===== config.mk =====
export PLATFORM = sky130hd
export DESIGN_NAME = psdifir_mac_sequencer
export DESIGN_NICKNAME = d
export VERILOG_FILES = /design/src/rtl/psdifir_pkg.sv /design/src/rtl/psdifir_delay_line.sv /design/src/rtl/psdifir_mac_sequencer.sv
export SDC_FILE = /design/constraint.sdc
export NUM_CORES = 1
export LEC_CHECK = 0
export CAP_MARGIN = 10
export CORE_ASPECT_RATIO = 1.1
export CORE_MARGIN = 2
export CORE_UTILIZATION = 56
export DETAILED_ROUTE_END_ITERATION = 6
export GPL_TIMING_DRIVEN = 0
export PLACE_DENSITY = 0.8
export SETUP_SLACK_MARGIN = 0.02
export SYNTH_ARGS = -nofsm -noshare
export SYNTH_HDL_FRONTEND = slang
export SYNTH_SLANG_ARGS = --single-unit

===== constraint.sdc =====
create_clock -name i_clock -period 4.3 [get_ports i_clock]
set_clock_uncertainty 0.05 [all_clocks]
set_input_delay 0.43 -clock i_clock [delete_from_list [all_inputs] [get_ports i_clock]]
set_output_delay 0.43 -clock i_clock [all_outputs]
set_load 0.05 [all_outputs]

===== src/rtl/psdifir_pkg.sv =====
// Shared constants and state encoding for the psdifir FIR control path.
// No logic here; widths and default latencies only.
package psdifir_pkg;

  localparam int SAMPLE_W    = 18;
  localparam int ADDR_W      = 14;
  localparam int NTAPS_DEF   = 16384;
  localparam int RD_LAT_DEF  = 1;
  localparam int MAC_LAT_DEF = 2;

  typedef enum logic [2:0] {
    ST_IDLE  = 3'd0,
    ST_WRITE = 3'd1,
    ST_RUN   = 3'd2,
    ST_DRAIN = 3'd3,
    ST_LATCH = 3'd4,
    ST_DONE  = 3'd5
  } state_t;

endpackage


===== src/rtl/psdifir_delay_line.sv =====
// Fixed-depth shift register used to align issue/first with RAM read latency.
// Latency DEPTH clocks; no backpressure, shifts every clock.
module psdifir_delay_line #(
  parameter int DEPTH = 1,
  parameter int WIDTH = 1
) (
  input  logic             i_clk,
  input  logic             i_clr_n,
  input  logic [WIDTH-1:0] i_dat,
  output logic [WIDTH-1:0] o_dat
);

  logic [WIDTH-1:0] r_pipe [DEPTH];

  always_ff @(posedge i_clk or negedge i_clr_n) begin
    if (!i_clr_n) begin
      for (int i = 0; i < DEPTH; i++) r_pipe[i] <= '0;
    end else begin
      r_pipe[0] <= i_dat;
      for (int i = 1; i < DEPTH; i++) r_pipe[i] <= r_pipe[i-1];
    end
  end

  assign o_dat = r_pipe[DEPTH-1];

endmodule


===== src/rtl/psdifir_mac_sequencer.sv =====
// Per-sample FIR control: commit sample, sweep taps, strobe MAC, latch result.
// Latency N+RD_LAT+MAC_LAT+2 clocks; strobes outside IDLE/DONE are dropped and flagged.
module psdifir_mac_sequencer #(
  parameter int ADDR_W  = psdifir_pkg::ADDR_W,
  parameter int NTAPS   = psdifir_pkg::NTAPS_DEF,
  parameter int RD_LAT  = psdifir_pkg::RD_LAT_DEF,
  parameter int MAC_LAT = psdifir_pkg::MAC_LAT_DEF
) (
  input  logic              i_clock,
  input  logic              i_reset_n,
  input  logic              i_datain_ready,
  input  logic [ADDR_W:0]   i_ntaps_cfg,
  input  logic              i_overrun_clr,
  output logic              o_buf_we,
  output logic [ADDR_W-1:0] o_buf_waddr,
  output logic [ADDR_W-1:0] o_buf_raddr,
  output logic [ADDR_W-1:0] o_coef_addr,
  output logic              o_mac_en,
  output logic              o_mac_clear,
  output logic              o_out_latch,
  output logic              o_dataout_ready,
  output logic              o_busy,
  output logic              o_overrun
);

  import psdifir_pkg::*;

  // Drain covers the last accumulate edge plus the MAC output latency.
  localparam logic [7:0]      DRAIN_LAST = 8'(RD_LAT + MAC_LAT - 1);
  localparam logic [ADDR_W:0] NTAPS_L    = (ADDR_W+1)'(NTAPS);
  localparam logic [ADDR_W:0] ONE_L      = (ADDR_W+1)'(1);

  state_t            r_state;
  logic [ADDR_W-1:0] r_wr_ptr;
  logic [ADDR_W:0]   r_ntaps;
  logic [ADDR_W:0]   r_tap;
  logic [7:0]        r_drain;
  logic              r_issue;
  logic              r_first;
  logic              r_buf_we;
  logic [ADDR_W-1:0] r_buf_waddr;
  logic [ADDR_W-1:0] r_buf_raddr;
  logic [ADDR_W-1:0] r_coef_addr;
  logic              r_out_latch;
  logic              r_dout_rdy;
  logic              r_busy;
  logic              r_overrun;

  logic              w_accept_ok;
  logic              w_last_tap;
  logic [ADDR_W:0]   w_tap_nxt;
  logic [ADDR_W:0]   w_ntaps_lim;
  logic [1:0]        w_dl_out;

  assign w_accept_ok = (r_state == ST_IDLE) || (r_state == ST_DONE);
  assign w_last_tap  = (r_tap == (r_ntaps - ONE_L));
  assign w_tap_nxt   = r_tap + ONE_L;
  assign w_ntaps_lim = (i_ntaps_cfg == '0)     ? ONE_L   :
                       (i_ntaps_cfg > NTAPS_L) ? NTAPS_L : i_ntaps_cfg;

  always_ff @(posedge i_clock or negedge i_reset_n) begin
    if (!i_reset_n) begin
      r_state     <= ST_IDLE;
      r_wr_ptr    <= '0;
      r_ntaps     <= ONE_L;
      r_tap       <= '0;
      r_drain     <= '0;
      r_issue     <= 1'b0;
      r_first     <= 1'b0;
      r_buf_we    <= 1'b0;
      r_buf_waddr <= '0;
      r_buf_raddr <= '0;
      r_coef_addr <= '0;
      r_out_latch <= 1'b0;
      r_dout_rdy  <= 1'b0;
      r_busy      <= 1'b0;
      r_overrun   <= 1'b0;
    end else begin
      r_buf_we    <= 1'b0;
      r_out_latch <= 1'b0;
      r_dout_rdy  <= 1'b0;
      r_issue     <= 1'b0;
      r_first     <= 1'b0;

      if (i_datain_ready && !w_accept_ok) r_overrun <= 1'b1;
      else if (i_overrun_clr)             r_overrun <= 1'b0;

      case (r_state)
        ST_IDLE, ST_DONE: begin
          if (i_datain_ready) begin
            r_state     <= ST_WRITE;
            r_busy      <= 1'b1;
            r_buf_we    <= 1'b1;
            r_buf_waddr <= r_wr_ptr;
            r_ntaps     <= w_ntaps_lim;
          end else begin
            r_state <= ST_IDLE;
            r_busy  <= 1'b0;
          end
        end
        ST_WRITE: begin
          r_state     <= ST_RUN;
          r_tap       <= '0;
          r_issue     <= 1'b1;
          r_first     <= 1'b1;
          r_buf_raddr <= r_wr_ptr;
          r_coef_addr <= '0;
        end
        ST_RUN: begin
          if (w_last_tap) begin
            r_state     <= ST_DRAIN;
            r_drain     <= '0;
            r_wr_ptr    <= r_wr_ptr + 1'b1;
            r_buf_raddr <= '0;
            r_coef_addr <= '0;
          end else begin
            r_tap       <= w_tap_nxt;
            r_issue     <= 1'b1;
            r_buf_raddr <= r_wr_ptr - w_tap_nxt[ADDR_W-1:0];
            r_coef_addr <= w_tap_nxt[ADDR_W-1:0];
          end
        end
        ST_DRAIN: begin
          if (r_drain == DRAIN_LAST) begin
            r_state     <= ST_LATCH;
            r_out_latch <= 1'b1;
          end else begin
            r_drain <= r_drain + 1'b1;
          end
        end
        ST_LATCH: begin
          r_state    <= ST_DONE;
          r_dout_rdy <= 1'b1;
        end
        default: begin
          r_state <= ST_IDLE;
          r_busy  <= 1'b0;
        end
      endcase
    end
  end

  // first is only ever set alongside issue, so the delayed copy is already qualified.
  psdifir_delay_line #(
    .DEPTH (RD_LAT),
    .WIDTH (2)
  ) u_align (
    .i_clk   (i_clock),
    .i_clr_n (i_reset_n),
    .i_dat   ({r_first, r_issue}),
    .o_dat   (w_dl_out)
  );

  assign o_buf_we        = r_buf_we;
  assign o_buf_waddr     = r_buf_waddr;
  assign o_buf_raddr     = r_buf_raddr;
  assign o_coef_addr     = r_coef_addr;
  assign o_mac_en        = w_dl_out[0];
  assign o_mac_clear     = w_dl_out[1];
  assign o_out_latch     = r_out_latch;
  assign o_dataout_ready = r_dout_rdy;
  assign o_busy          = r_busy;
  assign o_overrun       = r_overrun;

endmodule


Word level (Yosys, flattened, before mapping)
Cells that the tools add are included.

Input bits: 19. Word-level logic and storage cells: 74. Register bits: 106.

Order comparisons: 1. Reductions and logical operators: 15. $add $sub $neg: 5. Mux-type cells: 26. Equality and inequality tests: 11.

Operators by type and width (number): $pmux W14 S2 (2); $mux W15 (3); $pmux W15 S2 (1); $mux W14 (2); $mux W8 (2); $pmux W8 S2 (1); $add A15 B1 Y15 const B (1); $eq A15 B15 Y1 (1); $gt A15 B15 Y1 const B (1); $logic_not A15 Y1 (1); $pmux W3 S5 (1); $sub A15 B1 Y15 const B (1); $add A14 B1 Y14 const B (1); $sub A14 B14 Y14 (1); $mux W1 (10); $add A8 B1 Y8 const B (1); $eq A8 B2 Y1 const B (1); $ne A2 B2 Y1 const B (4); $reduce_and A2 Y1 (4); $eq A3 B2 Y1 const B (2); $eq A3 B3 Y1 const B (2); $mux W3 (2); $reduce_bool A2 Y1 (3); $pmux W1 S2 (2); 8 further kinds (8).

Depth between registers and ports, before layout
Depth after elaboration: 5. Mapped depth: 14. Gate-level depth less buffers: 13.

Hierarchy
A second synthesis with hierarchy kept.

Cells, all modules: 617. Area total of the unflattened synthesis: 5764.3 µm².

By module, submodules not included: psdifir_mac_sequencer (times used 1, cells an instance 615, sequential area each 2603.7 µm², area each 5714.2 µm²); psdifir_delay_line (times used 1, cells an instance 2, sequential area each 50.0 µm², area each 50.0 µm²).

Least setup slack after synthesis
OpenSTA, ideal clock, no wires.

Path kind: register to register. From: register r_ntaps[1]. To: register r_wr_ptr[6]. Setup time: 0.080 ns. Setup slack: 1.297 ns. Data arrival time: 2.873 ns. Cell stages (with the launch flop): 13. Cell sequence: dfrtp_1 -> inv_1 -> ha_1 -> or3b_1 -> clkbuf_1 -> nor3_1 -> a31oi_1 -> or4_1 -> and4bb_2 -> nand3_2 -> buf_2 -> nor3_1 -> xnor2_1.

Cells in the longest elaborated chain, start to end: 3.

RTL lines: start: declaration (line psdifir_mac_sequencer.sv:35) `logic [ADDR_W:0] r_ntaps;`; start signal: assignment (line psdifir_mac_sequencer.sv:95) `r_ntaps <= w_ntaps_lim;`; $sub A15 B1 Y15 (line psdifir_mac_sequencer.sv:56) `assign w_last_tap = (r_tap == (r_ntaps - ONE_L));`; $eq A15 B15 Y1 (line psdifir_mac_sequencer.sv:56); $reduce_and A2 Y1 (no line); end signal: assignment (line psdifir_mac_sequencer.sv:113) `r_wr_ptr <= r_wr_ptr + 1'b1;`; end: declaration (line psdifir_mac_sequencer.sv:34) `logic [ADDR_W-1:0] r_wr_ptr;`.

Every way passes these cells. A chain may end at the register's enable or synchronous reset.

Worst setup path after layout
From: register r_tap[2]. To: register r_buf_raddr[13] (netlist: o_buf_raddr[13]).

Cells in the longest elaborated chain, start to end: 4. Elaborated cells on any way between the ends: 5.

RTL lines: start: declaration (line psdifir_mac_sequencer.sv:36) `logic [ADDR_W:0] r_tap;`; start signal: assignment (line psdifir_mac_sequencer.sv:117) `r_tap <= w_tap_nxt;`; $add A15 B1 Y15 (line psdifir_mac_sequencer.sv:57) `assign w_tap_nxt = r_tap + ONE_L;`; $sub A14 B14 Y14 (line psdifir_mac_sequencer.sv:119) `r_buf_raddr <= r_wr_ptr - w_tap_nxt[ADDR_W-1:0];`; $mux W14 * (line psdifir_mac_sequencer.sv:110) `if (w_last_tap) begin`; $pmux W14 S2 * (line psdifir_mac_sequencer.sv:88) `case (r_state)`; end signal: assignment (line psdifir_mac_sequencer.sv:106) `r_buf_raddr <= r_wr_ptr;`; end signal: assignment (line psdifir_mac_sequencer.sv:119); end: declaration (line psdifir_mac_sequencer.sv:42) `logic [ADDR_W-1:0] r_buf_raddr;`.

Every way passes the cells marked *; elsewhere a longest branch is shown, timed or not.

==> summary.txt <==
CTS tree = done
Register-to-Register Path Depth = 14
maxcap violations = 0
Synth async-reset ratio = 100%
Layout Nets = 725
Lkg Pwr = 0.00304 uW
Synth Flop Type = dfrtp_1
Post-DRT Antenna Nets = 0
final setup violation count = 0
critical path class = reg2reg
fin util = 68.8%
final wirelength = 14.0 mm
per-cell routed wire length = 17.2 um
synthesis-to-layout area growth = 19.3%
root buffer cell = clkbuf_8
gpl congestion = 0.888
Vias = 4,822
Tot Pwr = 4460 uW
Critical Path AT = 3760 ps
Yosys warning total = 0
Cells after Synth = 608
die footprint = 0.0110 mm2
CP Launch Type = flop
FF-to-FF Start = r_tap[2]$_DFFE_PN0P_
fin area = 0.00680 mm2
mux contribution to synthesized area = 1.12%
CP Capture Type = flop
initial antenna violation count = 0
min-delay worst type = in2async
GR Overflow Total = 0
post-synthesis cell type count = 64
status = finished clean
Worst Path Required = 4500 ps
Area after DPL = 0.00655 mm2
worst vdd ir = 0.372 mV
final slew viol count = 0
largest family of logic cells by synthesized area = simple AND/OR/NAND/NOR gates
syn_area_per_cell = 9.38 um2
Max Freq = 281 MHz
synthesized flop and latch total = 106
flop2flop setup slack = 740 ps
PortBufs = 67
# clock sinks = 106
Initial Utilization = 57.6%
syn_nets = 646
Fin. Hold Viols = 0
Worst-Margin Slew = 705 ps
Tcrit/Tclk final = 82.8%
PwrDens = 656 mW/mm2
clk_lat worst skew = 370 ps
GR Util All Layers = 27.0%
worst-case clock buffer depth = 2
layout cells sized above 1 = 5.78%
core area = 0.00989 mm2
# hold bufs at CTS = 0
# DRC = 0
EDFF count, synth = 0
fin crit period = 3560 ps
Iteration-0 DRC Markers = 235
largest net degree at the start of global routing = 63
Setup Buffers After CTS = 0
IO Count = 68
height of the die = 110 um
RSZ-0062 raised after global routing = false
Final HPWL DP = 10.4 mm
vias in the first global route = 4,769
vias per inst = 5.94
FP Rows = 38
sequential-to-total area share from yosys stat = 46.6%
Synth Cell Area = 0.00570 mm2
Die X = 100 um
register clock-pin slew on the reported worst setup and hold paths = 100 ps
post-synthesis compound-gate area fraction = 16.8%
total CTS buffers = 9
Synth Area in Adders = 4.48%
simple-gate area share of the yosys netlist = 19.0%
H-tree depth = 3
CTS-repair resized insts = 0
first-pass GRT wire length = 23.1 mm
TritonRoute pass-1 iters = 5
Slew HR = 52.6%
diode count = 0
post-synthesis xor/xnor area fraction = 8.08%
Critical Path Fanout Max = 8
RR Endpoint = o_buf_raddr[13]$_DFFE_PN0P_
## logic make-up after synthesis
group                    after synthesis
XOR/XNOR                              51
flip-flops                           106
buffers and inverters                 56
AO/OA/AOI/OAI                        153
adder cells (fa/ha/maj)               20
AND/OR/NAND/NOR                      216
multiplexers                           6
## flip-flops by register name (all words and copies together), names as in the netlist, 2 cells and up
name,cells
r_wr_ptr,14
r_tap,15
r_drain,8
o_buf_raddr,14
u_align.o_dat,2
o_coef_addr,14
o_buf_waddr,14
r_state,3
r_ntaps,15
## placed cells by master, fill, tap and decap left out, types with 12 or more instances in the layout
master           netlist  layout
dfrtp_1              105     105
clkdlybuf4s50_1        0      66
nor4_1                12      12
xor2_1                30      30
o21ai_0               62      62
inv_1                 24      24
nand2_1               86      86
nand3_1               27      27
o21a_1                18      18
clkbuf_1              21      22
ha_1                  18      18
nor3_1                13      13
xnor2_1               20      20
nor2_1                26      26
a21oi_1               26      26
## power breakdown
part / switching (uW) / internal, uW / total, uW
clock network: 337 / 419 / 757
logic: 1460 / 844 / 2310
registers: 182 / 1220 / 1400
total: 1980 / 2480 / 4460
## stage by stage
step / TNS (ps) / hold slack (ps) / std cells / setup WS, ps
after global placement: -118690 / 283 / 795 / -1140
after detailed placement: 0 / 285 / 796 / 811
after global routing: 0 / 50.6 / 812 / 533
final: 0 / 6.73 / 812 / 740
after floorplan: 0 / 84.4 / 608 / 1300
after CTS: 0 / 19.5 / 812 / 774
## cell type report
class	count	area, um2
plain buffers	31	133
clock inverters	4	97.6
clock buffers	12	155
inverters	25	93.8
flip-flops and latches	106	2650
repair buffers	68	696
fillers	797	3090
well taps	120	150
multi-input cells	446	2820
## cell usage after synthesis (2+ instances only)
| library cell | count | area share [%] |
|---|---|---|
| nor2b_1 | 6 | 0.66 |
| and3_1 | 4 | 0.44 |
| ha_1 | 18 | 4.0 |
| nand2b_1 | 5 | 0.55 |
| dfrtp_1 | 105 | 46 |
| o21a_1 | 18 | 2.4 |
| nor4_1 | 12 | 1.3 |
| or3_1 | 3 | 0.33 |
| a22o_1 | 11 | 1.7 |
| inv_1 | 24 | 1.6 |
| buf_1 | 2 | 0.13 |
| o21ai_0 | 62 | 5.4 |
| mux2_2 | 2 | 0.40 |
| clkbuf_1 | 21 | 1.4 |
| a31oi_1 | 5 | 0.55 |
| or4_4 | 2 | 0.40 |
| nor2_1 | 26 | 1.7 |
| nand3_1 | 27 | 2.4 |
| buf_2 | 7 | 0.61 |
| nand2_1 | 86 | 5.7 |
| o221ai_1 | 2 | 0.31 |
| nor4b_1 | 2 | 0.31 |
| o2bb2ai_1 | 7 | 1.1 |
| or4_1 | 6 | 0.79 |
| o211ai_1 | 3 | 0.40 |
| o31ai_1 | 3 | 0.40 |
| mux2i_1 | 3 | 0.53 |
| xor2_1 | 30 | 4.6 |
| nor3_1 | 13 | 1.1 |
| a21o_1 | 5 | 0.66 |
| or2_2 | 2 | 0.22 |
| a21oi_1 | 26 | 2.3 |
| a41oi_1 | 2 | 0.31 |
| xnor2_1 | 20 | 3.1 |
| nand4_1 | 9 | 0.99 |
## critical path, stage by stage (launching register included)
cell      delay (ps)
dfrtp_1          340
clkbuf_1         280
nand2_1          100
nor2_1           280
and2_1           250
nand2_1           80
xor2_1           310
ha_1             360
a21o_1           180
a21oi_1          140
o21a_1           210
o21ai_0          150
xnor2_1          220
a21o_1           210
a221o_1          290
## worst max path at each step
| stage | from | to | slack [ps] | depth (start not counted) |
|---|---|---|---|---|
| finish | r_tap[2]$_DFFE_PN0P_ | o_buf_raddr[13]$_DFFE_PN0P_ | 740 | 14 |
| CTS | r_tap[2]$_DFFE_PN0P_ | o_buf_raddr[13]$_DFFE_PN0P_ | 770 | 14 |
| detailed placement | r_tap[2]$_DFFE_PN0P_ | o_buf_raddr[13]$_DFFE_PN0P_ | 810 | 14 |
| global route | r_ntaps[1]$_DFFE_PN0P_ | o_buf_raddr[11]$_DFFE_PN0P_ | 530 | 12 |
| global placement | i_reset_n | o_out_latch$_DFF_PN0_ | -1140 | 1 |
| floorplan | r_ntaps[1]$_DFFE_PN0P_ | r_wr_ptr[6]$_DFFE_PN0P_ | 1300 | 12 |
## layer usage
layer  vias to the layer above  wire length [um]  track usage (%)
met5                         -                 0                0
met4                         0               257             8.22
met3                        20               694             5.15
met2                       138              6890             45.3
met1                      2359              6150             35.7
li1                       2305                 -                -
No activity file was read; power rests on OpenSTA's default activity.
